$ cat config.mk
export PLATFORM = sky130hd
export DESIGN_NAME = alarm_ctrl_flat
export DESIGN_NICKNAME = d
export VERILOG_FILES = /design/src/rtl/watch_pkg.sv /design/src/rtl/alarm_ctrl_if.sv /design/src/rtl/alarm_entry_buf.sv /design/src/rtl/alarm_ctrl.sv /design/src/flat_wrapper.sv
export SDC_FILE = /design/constraint.sdc
export NUM_CORES = 1
export LEC_CHECK = 0
export BUFFER_PORTS_ARGS = -buffer_cell sky130_fd_sc_hd__clkbuf_2
export CAP_MARGIN = 40
export CORE_MARGIN = 3
export CORE_UTILIZATION = 30
export CTS_CLUSTER_DIAMETER = 200
export DETAILED_ROUTE_END_ITERATION = 7
export MAX_ROUTING_LAYER = met4
export SLEW_MARGIN = 30
export SYNTH_ARGS = -nofsm -noshare
export SYNTH_HDL_FRONTEND = slang
export SYNTH_SLANG_ARGS = --single-unit
$ cat constraint.sdc
create_clock -name clock -period 2.3 [get_ports clock]
set_clock_uncertainty 0.05 [all_clocks]
set_input_delay 0.46 -clock clock [delete_from_list [all_inputs] [get_ports clock]]
set_output_delay 0.46 -clock clock [all_outputs]
set_load 0.01 [all_outputs]
$ cat src/rtl/watch_pkg.sv
// Shared types and BCD limits for the digital watch alarm logic.
package watch_pkg;

  typedef logic [3:0] bcd_digit_t;

  typedef enum logic [1:0] {
    IDLE,
    ENTRY,
    LOAD
  } alarm_state_t;

  localparam bcd_digit_t MAX_MS_HR      = 4'd2;
  localparam bcd_digit_t MAX_LS_HR_AT_2 = 4'd3;
  localparam bcd_digit_t MAX_MS_MIN     = 4'd5;
  localparam bcd_digit_t MAX_DIGIT      = 4'd9;

endpackage

$ cat src/rtl/alarm_ctrl_if.sv
// Keypad, time and alarm-register signals of the alarm controller.
interface alarm_ctrl_if;
  import watch_pkg::*;

  bcd_digit_t key;
  logic       key_valid;
  logic       alarm_button;
  logic       alarm_enable;
  logic       stop_alarm;
  logic       one_second;
  bcd_digit_t current_ms_hr, current_ls_hr, current_ms_min, current_ls_min;
  bcd_digit_t alarm_time_ms_hr, alarm_time_ls_hr, alarm_time_ms_min, alarm_time_ls_min;
  bcd_digit_t new_alarm_ms_hr, new_alarm_ls_hr, new_alarm_ms_min, new_alarm_ls_min;
  logic       load_new_alarm;
  logic       show_new_alarm;
  logic       entry_error;
  logic       sound_alarm;

  modport slave (
    input  key, key_valid, alarm_button, alarm_enable, stop_alarm, one_second,
    input  current_ms_hr, current_ls_hr, current_ms_min, current_ls_min,
    input  alarm_time_ms_hr, alarm_time_ls_hr, alarm_time_ms_min, alarm_time_ls_min,
    output new_alarm_ms_hr, new_alarm_ls_hr, new_alarm_ms_min, new_alarm_ls_min,
    output load_new_alarm, show_new_alarm, entry_error, sound_alarm
  );

  modport master (
    output key, key_valid, alarm_button, alarm_enable, stop_alarm, one_second,
    output current_ms_hr, current_ls_hr, current_ms_min, current_ls_min,
    output alarm_time_ms_hr, alarm_time_ls_hr, alarm_time_ms_min, alarm_time_ls_min,
    input  new_alarm_ms_hr, new_alarm_ls_hr, new_alarm_ms_min, new_alarm_ls_min,
    input  load_new_alarm, show_new_alarm, entry_error, sound_alarm
  );

endinterface

$ cat src/rtl/alarm_entry_buf.sv
// Four-digit keypad shift buffer with saturating digit count and 24-hour validity check.
module alarm_entry_buf
  import watch_pkg::*;
(
  input  logic       clock,
  input  logic       reset,
  input  logic       clear_i,
  input  logic       shift_i,
  input  bcd_digit_t key_i,
  output bcd_digit_t ms_hr_o,
  output bcd_digit_t ls_hr_o,
  output bcd_digit_t ms_min_o,
  output bcd_digit_t ls_min_o,
  output logic       full_o,
  output logic       valid_o
);

  bcd_digit_t ms_hr_q, ls_hr_q, ms_min_q, ls_min_q;
  bcd_digit_t ms_hr_d, ls_hr_d, ms_min_d, ls_min_d;
  logic [2:0] count_q, count_d;

  always_comb begin
    ms_hr_d  = ms_hr_q;
    ls_hr_d  = ls_hr_q;
    ms_min_d = ms_min_q;
    ls_min_d = ls_min_q;
    count_d  = count_q;
    if (clear_i) begin
      ms_hr_d  = '0;
      ls_hr_d  = '0;
      ms_min_d = '0;
      ls_min_d = '0;
      count_d  = '0;
    end else if (shift_i) begin
      ms_hr_d  = ls_hr_q;
      ls_hr_d  = ms_min_q;
      ms_min_d = ls_min_q;
      ls_min_d = key_i;
      if (count_q != 3'd4) count_d = count_q + 3'd1;
    end
  end

  always_ff @(posedge clock or posedge reset) begin
    if (reset) begin
      ms_hr_q  <= '0;
      ls_hr_q  <= '0;
      ms_min_q <= '0;
      ls_min_q <= '0;
      count_q  <= '0;
    end else begin
      ms_hr_q  <= ms_hr_d;
      ls_hr_q  <= ls_hr_d;
      ms_min_q <= ms_min_d;
      ls_min_q <= ls_min_d;
      count_q  <= count_d;
    end
  end

  // The units-of-hour limit depends on the tens digit (20-23 vs 00-19).
  always_comb begin
    valid_o = (ms_hr_q <= MAX_MS_HR) && (ms_min_q <= MAX_MS_MIN) && (ls_min_q <= MAX_DIGIT);
    if (ms_hr_q == MAX_MS_HR) valid_o = valid_o && (ls_hr_q <= MAX_LS_HR_AT_2);
    else                      valid_o = valid_o && (ls_hr_q <= MAX_DIGIT);
  end

  assign full_o   = (count_q == 3'd4);
  assign ms_hr_o  = ms_hr_q;
  assign ls_hr_o  = ls_hr_q;
  assign ms_min_o = ms_min_q;
  assign ls_min_o = ls_min_q;

endmodule

$ cat src/rtl/alarm_ctrl.sv
// Alarm-setting sequencer and ringing control for the digital watch.
module alarm_ctrl
  import watch_pkg::*;
#(
  parameter int TIMEOUT_SEC = 10,
  parameter int RING_SEC    = 60
)(
  input  logic         clock,
  input  logic         reset,
  alarm_ctrl_if.slave  alarm_if
);

  localparam int TW = $clog2(TIMEOUT_SEC + 1);
  localparam int RW = $clog2(RING_SEC + 1);
  localparam logic [TW-1:0] TO_LAST   = TW'(TIMEOUT_SEC);
  localparam logic [RW-1:0] RING_LAST = RW'(RING_SEC);

  alarm_state_t  state_q, state_d;
  logic [TW-1:0] to_q, to_d, to_inc;
  logic          err_q, err_d;
  logic          buf_clear, buf_shift, buf_full, buf_valid;
  logic          key_ok;

  logic          match, match_d_q;
  logic          snd_q, snd_d;
  logic [RW-1:0] rc_q, rc_d, rc_inc;

  alarm_entry_buf u_entry_buf (
    .clock    (clock),
    .reset    (reset),
    .clear_i  (buf_clear),
    .shift_i  (buf_shift),
    .key_i    (alarm_if.key),
    .ms_hr_o  (alarm_if.new_alarm_ms_hr),
    .ls_hr_o  (alarm_if.new_alarm_ls_hr),
    .ms_min_o (alarm_if.new_alarm_ms_min),
    .ls_min_o (alarm_if.new_alarm_ls_min),
    .full_o   (buf_full),
    .valid_o  (buf_valid)
  );

  assign key_ok = alarm_if.key_valid && (alarm_if.key <= MAX_DIGIT);
  assign to_inc = to_q + TW'(1);

  // The button outranks a same-cycle key, so a commit sees the pre-shift buffer.
  always_comb begin
    state_d   = state_q;
    to_d      = to_q;
    err_d     = 1'b0;
    buf_clear = 1'b0;
    buf_shift = 1'b0;
    case (state_q)
      IDLE: begin
        if (alarm_if.alarm_button) begin
          state_d   = ENTRY;
          buf_clear = 1'b1;
          to_d      = '0;
        end
      end
      ENTRY: begin
        if (alarm_if.alarm_button) begin
          if (buf_full && buf_valid) begin
            state_d = LOAD;
          end else begin
            state_d = IDLE;
            err_d   = 1'b1;
          end
        end else if (key_ok) begin
          buf_shift = 1'b1;
          to_d      = '0;
        end else if (alarm_if.one_second) begin
          if (to_inc == TO_LAST) begin
            state_d = IDLE;
            to_d    = '0;
          end else begin
            to_d = to_inc;
          end
        end
      end
      LOAD:    state_d = IDLE;
      default: state_d = IDLE;
    endcase
  end

  always_ff @(posedge clock or posedge reset) begin
    if (reset) begin
      state_q <= IDLE;
      to_q    <= '0;
      err_q   <= 1'b0;
    end else begin
      state_q <= state_d;
      to_q    <= to_d;
      err_q   <= err_d;
    end
  end

  assign match = (alarm_if.current_ms_hr  == alarm_if.alarm_time_ms_hr)  &&
                 (alarm_if.current_ls_hr  == alarm_if.alarm_time_ls_hr)  &&
                 (alarm_if.current_ms_min == alarm_if.alarm_time_ms_min) &&
                 (alarm_if.current_ls_min == alarm_if.alarm_time_ls_min);
  assign rc_inc = rc_q + RW'(1);

  // Stop and disable outrank a start; a start only fires on the rising edge of match.
  always_comb begin
    snd_d = snd_q;
    rc_d  = rc_q;
    if (alarm_if.stop_alarm || !alarm_if.alarm_enable) begin
      snd_d = 1'b0;
    end else if (match && !match_d_q) begin
      snd_d = 1'b1;
      rc_d  = '0;
    end else if (snd_q && alarm_if.one_second) begin
      if (rc_inc == RING_LAST) begin
        snd_d = 1'b0;
        rc_d  = '0;
      end else begin
        rc_d = rc_inc;
      end
    end
  end

  always_ff @(posedge clock or posedge reset) begin
    if (reset) begin
      match_d_q <= 1'b1;
      snd_q     <= 1'b0;
      rc_q      <= '0;
    end else begin
      match_d_q <= match;
      snd_q     <= snd_d;
      rc_q      <= rc_d;
    end
  end

  assign alarm_if.load_new_alarm = (state_q == LOAD);
  assign alarm_if.show_new_alarm = (state_q != IDLE);
  assign alarm_if.entry_error    = err_q;
  assign alarm_if.sound_alarm    = snd_q;

endmodule

$ cat src/flat_wrapper.sv
// flat-port wrapper written by rule: the top's interface ports become plain ports
module alarm_ctrl_flat import watch_pkg::*;
#(
  parameter int TIMEOUT_SEC = 10,
  parameter int RING_SEC    = 60
)
  (clock, reset, alarm_if_key, alarm_if_key_valid, alarm_if_alarm_button, alarm_if_alarm_enable, alarm_if_stop_alarm, alarm_if_one_second, alarm_if_current_ms_hr, alarm_if_current_ls_hr, alarm_if_current_ms_min, alarm_if_current_ls_min, alarm_if_alarm_time_ms_hr, alarm_if_alarm_time_ls_hr, alarm_if_alarm_time_ms_min, alarm_if_alarm_time_ls_min, alarm_if_new_alarm_ms_hr, alarm_if_new_alarm_ls_hr, alarm_if_new_alarm_ms_min, alarm_if_new_alarm_ls_min, alarm_if_load_new_alarm, alarm_if_show_new_alarm, alarm_if_entry_error, alarm_if_sound_alarm);
  alarm_ctrl_if alarm_if_i ();
  input  logic clock;
  input  logic reset;
  input wire logic [$bits(alarm_if_i.key)-1:0] alarm_if_key;
  input wire logic [$bits(alarm_if_i.key_valid)-1:0] alarm_if_key_valid;
  input wire logic [$bits(alarm_if_i.alarm_button)-1:0] alarm_if_alarm_button;
  input wire logic [$bits(alarm_if_i.alarm_enable)-1:0] alarm_if_alarm_enable;
  input wire logic [$bits(alarm_if_i.stop_alarm)-1:0] alarm_if_stop_alarm;
  input wire logic [$bits(alarm_if_i.one_second)-1:0] alarm_if_one_second;
  input wire logic [$bits(alarm_if_i.current_ms_hr)-1:0] alarm_if_current_ms_hr;
  input wire logic [$bits(alarm_if_i.current_ls_hr)-1:0] alarm_if_current_ls_hr;
  input wire logic [$bits(alarm_if_i.current_ms_min)-1:0] alarm_if_current_ms_min;
  input wire logic [$bits(alarm_if_i.current_ls_min)-1:0] alarm_if_current_ls_min;
  input wire logic [$bits(alarm_if_i.alarm_time_ms_hr)-1:0] alarm_if_alarm_time_ms_hr;
  input wire logic [$bits(alarm_if_i.alarm_time_ls_hr)-1:0] alarm_if_alarm_time_ls_hr;
  input wire logic [$bits(alarm_if_i.alarm_time_ms_min)-1:0] alarm_if_alarm_time_ms_min;
  input wire logic [$bits(alarm_if_i.alarm_time_ls_min)-1:0] alarm_if_alarm_time_ls_min;
  output wire logic [$bits(alarm_if_i.new_alarm_ms_hr)-1:0] alarm_if_new_alarm_ms_hr;
  output wire logic [$bits(alarm_if_i.new_alarm_ls_hr)-1:0] alarm_if_new_alarm_ls_hr;
  output wire logic [$bits(alarm_if_i.new_alarm_ms_min)-1:0] alarm_if_new_alarm_ms_min;
  output wire logic [$bits(alarm_if_i.new_alarm_ls_min)-1:0] alarm_if_new_alarm_ls_min;
  output wire logic [$bits(alarm_if_i.load_new_alarm)-1:0] alarm_if_load_new_alarm;
  output wire logic [$bits(alarm_if_i.show_new_alarm)-1:0] alarm_if_show_new_alarm;
  output wire logic [$bits(alarm_if_i.entry_error)-1:0] alarm_if_entry_error;
  output wire logic [$bits(alarm_if_i.sound_alarm)-1:0] alarm_if_sound_alarm;
  assign alarm_if_i.key = alarm_if_key;
  assign alarm_if_i.key_valid = alarm_if_key_valid;
  assign alarm_if_i.alarm_button = alarm_if_alarm_button;
  assign alarm_if_i.alarm_enable = alarm_if_alarm_enable;
  assign alarm_if_i.stop_alarm = alarm_if_stop_alarm;
  assign alarm_if_i.one_second = alarm_if_one_second;
  assign alarm_if_i.current_ms_hr = alarm_if_current_ms_hr;
  assign alarm_if_i.current_ls_hr = alarm_if_current_ls_hr;
  assign alarm_if_i.current_ms_min = alarm_if_current_ms_min;
  assign alarm_if_i.current_ls_min = alarm_if_current_ls_min;
  assign alarm_if_i.alarm_time_ms_hr = alarm_if_alarm_time_ms_hr;
  assign alarm_if_i.alarm_time_ls_hr = alarm_if_alarm_time_ls_hr;
  assign alarm_if_i.alarm_time_ms_min = alarm_if_alarm_time_ms_min;
  assign alarm_if_i.alarm_time_ls_min = alarm_if_alarm_time_ls_min;
  assign alarm_if_new_alarm_ms_hr = alarm_if_i.new_alarm_ms_hr;
  assign alarm_if_new_alarm_ls_hr = alarm_if_i.new_alarm_ls_hr;
  assign alarm_if_new_alarm_ms_min = alarm_if_i.new_alarm_ms_min;
  assign alarm_if_new_alarm_ls_min = alarm_if_i.new_alarm_ls_min;
  assign alarm_if_load_new_alarm = alarm_if_i.load_new_alarm;
  assign alarm_if_show_new_alarm = alarm_if_i.show_new_alarm;
  assign alarm_if_entry_error = alarm_if_i.entry_error;
  assign alarm_if_sound_alarm = alarm_if_i.sound_alarm;
  alarm_ctrl #(.TIMEOUT_SEC(TIMEOUT_SEC), .RING_SEC(RING_SEC)) u_core (.clock(clock), .reset(reset), .alarm_if(alarm_if_i));
endmodule
Word-level counts from Yosys, hierarchy flattened
Cells that the tools add are included.
{ "word_totals": {"regBits": 34, "out_inout_bits": 20, "elab_cells": 105} }
{ "classes": {"addsub": 3, "magnitude_cmp": 6, "n_eq_ne": 17, "muxes": 40, "bitwise_logic": 1, "reduce_logical": 27} }
{ "op_table": {"columns": ["op", "n"], "rows": [
  ["2-to-1 mux 4 bit", 13],
  ["2-to-1 mux 6 bit", 3],
  ["equality test 4 bit", 4],
  ["2-to-1 mux 1 bit", 13],
  ["<= comparator 4 bit (second input constant)", 3],
  ["2-to-1 mux 2 bit", 6],
  ["logical AND 1 bit", 11],
  ["nonzero test 2 bit", 5],
  ["2-to-1 mux 3 bit", 3],
  ["!= test 3 bit (second input constant)", 3],
  ["<= comparator 4 x 2 -> 1 bit (second input constant)", 2],
  ["one-hot mux 4 bit (2 select lines)", 1],
  ["AND reduction 4 bit", 2],
  ["adder 6 x 1 -> 6 bit (second input constant)", 1],
  ["equality test 6 bit (second input constant)", 1],
  ["!= test 3 x 2 -> 1 bit (second input constant)", 2],
  ["AND reduction 2 bit", 3],
  ["nonzero test 3 bit", 2],
  ["adder 4 x 1 -> 4 bit (second input constant)", 1],
  ["equality test 4 x 2 -> 1 bit (second input constant)", 1],
  ["equality test 4 bit (second input constant)", 1],
  ["<= comparator 4 x 3 -> 1 bit (second input constant)", 1],
  ["!= test 2 bit (second input constant)", 2],
  ["one-hot mux 2 bit (2 select lines)", 1],
  ["other kinds (8)", 9]
]} }

Logic depth before layout (Yosys ltp)
{ "depth": {"depth_word": 9, "depth_mapped": 7} }

Hierarchy
A second synthesis with hierarchy kept.
{ "unflattened": {"cells_unflattened": 211, "hier_area_um2": 2047.0} }
{ "by_module_without_submodules": {"columns": ["mod", "instances", "cells_per_inst", "area_each_um2"], "rows": [
  ["alarm_ctrl", 1, 136, 1174.9],
  ["alarm_entry_buf", 1, 75, 872.1]
]} }

Worst setup path after synthesis
OpenSTA, ideal clock, no wires.
{ "synth_timing": {"kind": "register to register", "startpoint": "reg u_core.to_q[0]", "endpoint": "reg u_core.to_q[3]", "setup_ps": 66, "arrival_ps": 1569, "t_required_ps": 2184, "slack_ps": 615, "path_stages_with_launch": 7, "period_less_slack_ps": 1685, "cell_sequence": "dfrtp_1 -> ha_1 -> and2_1 -> a21oi_1 -> mux2i_1 -> a2111oi_0 -> a221o_1"} }
{ "synth_via": {"elab_chain_len": 7} }
{ "synth_rtl": {"columns": ["element", "line", "rtl"], "rows": [
  ["start: declaration", "alarm_ctrl.sv:19", "logic [TW-1:0] to_q, to_d, to_inc;"],
  ["start signal: assignment", "alarm_ctrl.sv:92", "to_q <= to_d;"],
  ["adder 4 x 1 -> 4 bit *", "alarm_ctrl.sv:43", "assign to_inc = to_q + TW'(1);"],
  ["equality test 4 bit", "alarm_ctrl.sv:72", "if (to_inc == TO_LAST) begin"],
  ["2-to-1 mux 4 bit *", "alarm_ctrl.sv:72", null],
  ["2-to-1 mux 4 bit *", "alarm_ctrl.sv:71", "end else if (alarm_if.one_second) begin"],
  ["2-to-1 mux 4 bit *", "alarm_ctrl.sv:68", "end else if (key_ok) begin"],
  ["2-to-1 mux 4 bit *", "alarm_ctrl.sv:61", "if (alarm_if.alarm_button) begin"],
  ["one-hot mux 4 bit (2 select lines) *", "alarm_ctrl.sv:52", "case (state_q)"]
]} }
Mark *: on every way between the ends. The rest lies on a longest branch, timed or not. The select of a mux whose other input is x is not followed.
A chain may end at the register's enable or synchronous reset.

Worst setup path after layout
Ends and elaborated chain as after synthesis.

==> summary.md <==
| Metric | Value |
|---|---|
| IO Pins | 63 |
| Reg2reg start | u_core.to_q[0] |
| Sw power | 0.349 mW |
| Pwr Density | 539 nW/um^2 |
| Cell row count | 29 |
| GRT overflow | 0 |
| Antenna violations before repair | 0 |
| DR iter-0 viols | 91 |
| Die ar. | 7740 um^2 |
| Largest family of logic cells by synthesized area | simple AND/OR/NAND/NOR gates |
| RSZ-0062 raised after global routing | false |
| Number of global-route vias before repair | 1831 |
| Total CTS buffers | 5 |
| Sequential area share after synthesis | 0.423 |
| CTS tree | built |
| Avg Cell Area, Syn | 9.51 um^2 |
| Share of synthesized registers carrying an async set or reset | 1.00 |
| Commonest cells after routing, fill and taps aside | clkbuf_2, dfrtp_1, nor2_1 |
| Area after DPL | 2420 um^2 |
| Max-Cap Viols | 0 |
| Required time of the critical path | 2.48 ns |
| Main flop type after synthesis | dfrtp_1 |
| First-pass GRT wire length | 8290 um |
| Pwr Total | 1.36 mW |
| Slew headroom | 0.707 |
| Final instance area | 2530 um^2 |
| Compound-cell area share of the yosys netlist | 0.124 |
| Post-DP HPWL | 3710 um |
| Fmax | 0.548 GHz |
| Post-synth cell types | 47 |
| Pint | 1.02 mW |
| Vias | 1801 |
| GP Congestion | 0.828 |
| Worst Hold Class | in2async |
| Setup CP Type | reg2reg |
| Clock slew seen by the registers of the worst setup and hold paths | 0.07 ns |
| Synth warn | 0 |
| Worst Path Max Fanout | 6 |
| Setup-failing EPs final | 0 |
| Post-Synth Simple-Gate Area | 0.203 |
| Most common cell after layout, fill and taps aside | clkbuf_2 |
| Drt first pass iters | 4 |
| Antenna Cells | 0 |
| Detail Route Antenna Nets | 0 |
| Core ar. | 6420 um^2 |
| Routed len/inst | 13.5 um |
| Status | finished, final reports clean |
| Adder-Cell Fraction of Synth Area | 0.0422 |
| Clock Latency Late Sink | 0.29 ns |
| GRT Util Overall | 0.140 |
| CTS Hold Bufs | 0 |
| Part of the power in combinational logic | 0.145 |
| Final min period | 1.83 ns |
| Area of the multi-input gates | 1090 um^2 |
| Cells after Synth | 212 |
| Leakage power | 1.37 nW |
| Multiplexer area fraction after synthesis | 0.0950 |
| Fin nets | 329 |
| EDFF count, synth | 0 |
| R2R Setup Slk | 0.47 ns |
| Mapped Nets | 261 |
| Layout cell share with drive strength beyond 1 | 0.281 |
| Worst Setup Start Kind | flip-flop |
| Slew @ Worst Pin | 0.439 ns |
| Worst Setup End Kind | flip-flop |
| Top cells by area, synth | dfrtp_1, mux2i_1, xor2_1, nor2_1, ha_1 |
| Sequential share of power | 0.471 |
| Reg area | 852 um^2 |
| Sink Count | 34 |
| Final Cycle Share | 0.794 |
| FILL cells | 637 |
| Post-synth top area share | 0.410 |
| Largest net degree at the start of global routing | 35 |
| Post-Route WL | 4820 um |
| Cell count of the worst reg-to-reg path | 6 |
| Final hold vios | 0 |
| Switching share of power | 0.256 |
| Final setup TNS | 0 ns |
| Post-cts resize count | 0 |
| PortBufs | 62 |
| Root buf cell | clkbuf_8 |
| Clock power share | 0.384 |
| H-tree levels | 2 |
| Synth area leader | dfrtp_1 |
| Critical Path AT | 2.01 ns |
| Via-per-instance ratio | 5.03 |
| Cell area after synthesis | 2020 um^2 |
| FF+latch count, synth | 34 |
| Synth-to-Final Area Change | 25.7% |
| Synth Area in XOR/XNOR | 0.0782 |
| CTS Buffer Depth | 2 |
| VDD IR max | 0.345 mV |
| Max Slew Vio Count | 0 |
| Buffers inserted by post-CTS timing repair | 0 |
| FF-to-FF End | u_core.to_q[3] |
| Residual DRC | 0 |
| Die height | 88.0 um |
| Die width | 88.0 um |
| Starting density of the core | 0.314 |
kinds of logic after synthesis:
| family | after synthesis |
|---|---|
| simple gates | 80 |
| compound gates | 38 |
| flops | 34 |
| mux | 19 |
| xor+xnor | 18 |
| buf+inv | 16 |
| fa+ha+maj | 7 |
per-layer routing:
metal | vias up | track usage | part of all wire
met2 | 46 | 0.221 | 0.49
li1 | 885 | - | -
met3 | 7 | 0.0405 | 0.057
met5 | - | - | 0
met4 | 0 | 0.0446 | 0.012
met1 | 863 | 0.172 | 0.44
worst max-delay path by stage:
stage | from | to | cells after the start
6_report | u_core.to_q[0] | u_core.to_q[3] | 6
3_5_place_dp | alarm_if_alarm_time_ls_min[0] | u_core.rc_q[2] | 6
4_1_cts | u_core.to_q[0] | u_core.to_q[3] | 6
5_1_grt | u_core.to_q[0] | u_core.to_q[3] | 6
3_3_place_gp | alarm_if_alarm_time_ls_min[0] | u_core.rc_q[3] | 6
2_1_floorplan | u_core.to_q[0] | u_core.to_q[3] | 6
critical path, stage by stage, from the launching register on:
cell,delay [ns]
dfrtp_1,0.44
ha_1,0.26
and2_1,0.18
a21oi_1,0.14
mux2i_1,0.12
a2111oi_0,0.41
a221o_1,0.16
final cells by class:
class                           instances  area share
Clock buffer                            8      0.0435
Inverter                               11      0.0163
Multi-Input combinational cell        162       0.432
Sequential cell                        34       0.336
Tap cell                               77      0.0380
Timing Repair Buffer                   66       0.134
cells in the mapped netlist (all sizes together) (3+ instances only):
library cell	instances
nand4	3
nand3	9
nor4b	3
o21ai	8
xor2	17
nor3	5
ha	6
nor4	5
dfrtp	33
and2	4
nand2b	4
nor2	29
nor2b	4
nand2	9
a31oi	3
buf	4
inv	11
a21oi	8
mux2i	18
flip-flops by register name, indices dropped and copies added, names as in the netlist, 2 cells and up:
signal                       cells
u_core.rc_q                      6
u_core.to_q                      4
u_core.u_entry_buf.ls_hr_o       4
u_core.u_entry_buf.ls_min_o      4
u_core.u_entry_buf.ms_hr_o       4
u_core.u_entry_buf.ms_min_o      4
u_core.u_entry_buf.count_q       3
u_core.state_q                   2
stage by stage:
| stage | hold slack [ns] | setup slack [ns] | instances | utilization |
|---|---|---|---|---|
| 2_1_floorplan | 0.401 | 0.615 | 212 | - |
| 4_1_cts | 0.202 | 0.476 | 358 | 0.395 |
| 5_1_grt | 0.221 | 0.257 | 358 | 0.395 |
| 6_report | 0.190 | 0.475 | 358 | 0.395 |
| 3_3_place_gp | 0.421 | 0.374 | 350 | 0.377 |
| 3_5_place_dp | 0.424 | 0.320 | 350 | 0.377 |
power groups by stage:
| stage | registers [mW] | clock network [mW] | logic, mW |
|---|---|---|---|
| 6_report | 0.643 | 0.523 | 0.198 |
| 2_1_floorplan | 0.654 | 0 | 0.114 |
| 3_3_place_gp | 0.653 | 0 | 0.199 |
| 5_1_grt | 0.647 | 0.571 | 0.227 |
| 4_1_cts | 0.644 | 0.541 | 0.203 |
| 3_5_place_dp | 0.655 | 0 | 0.202 |
(Power assumes the default switching activity.)
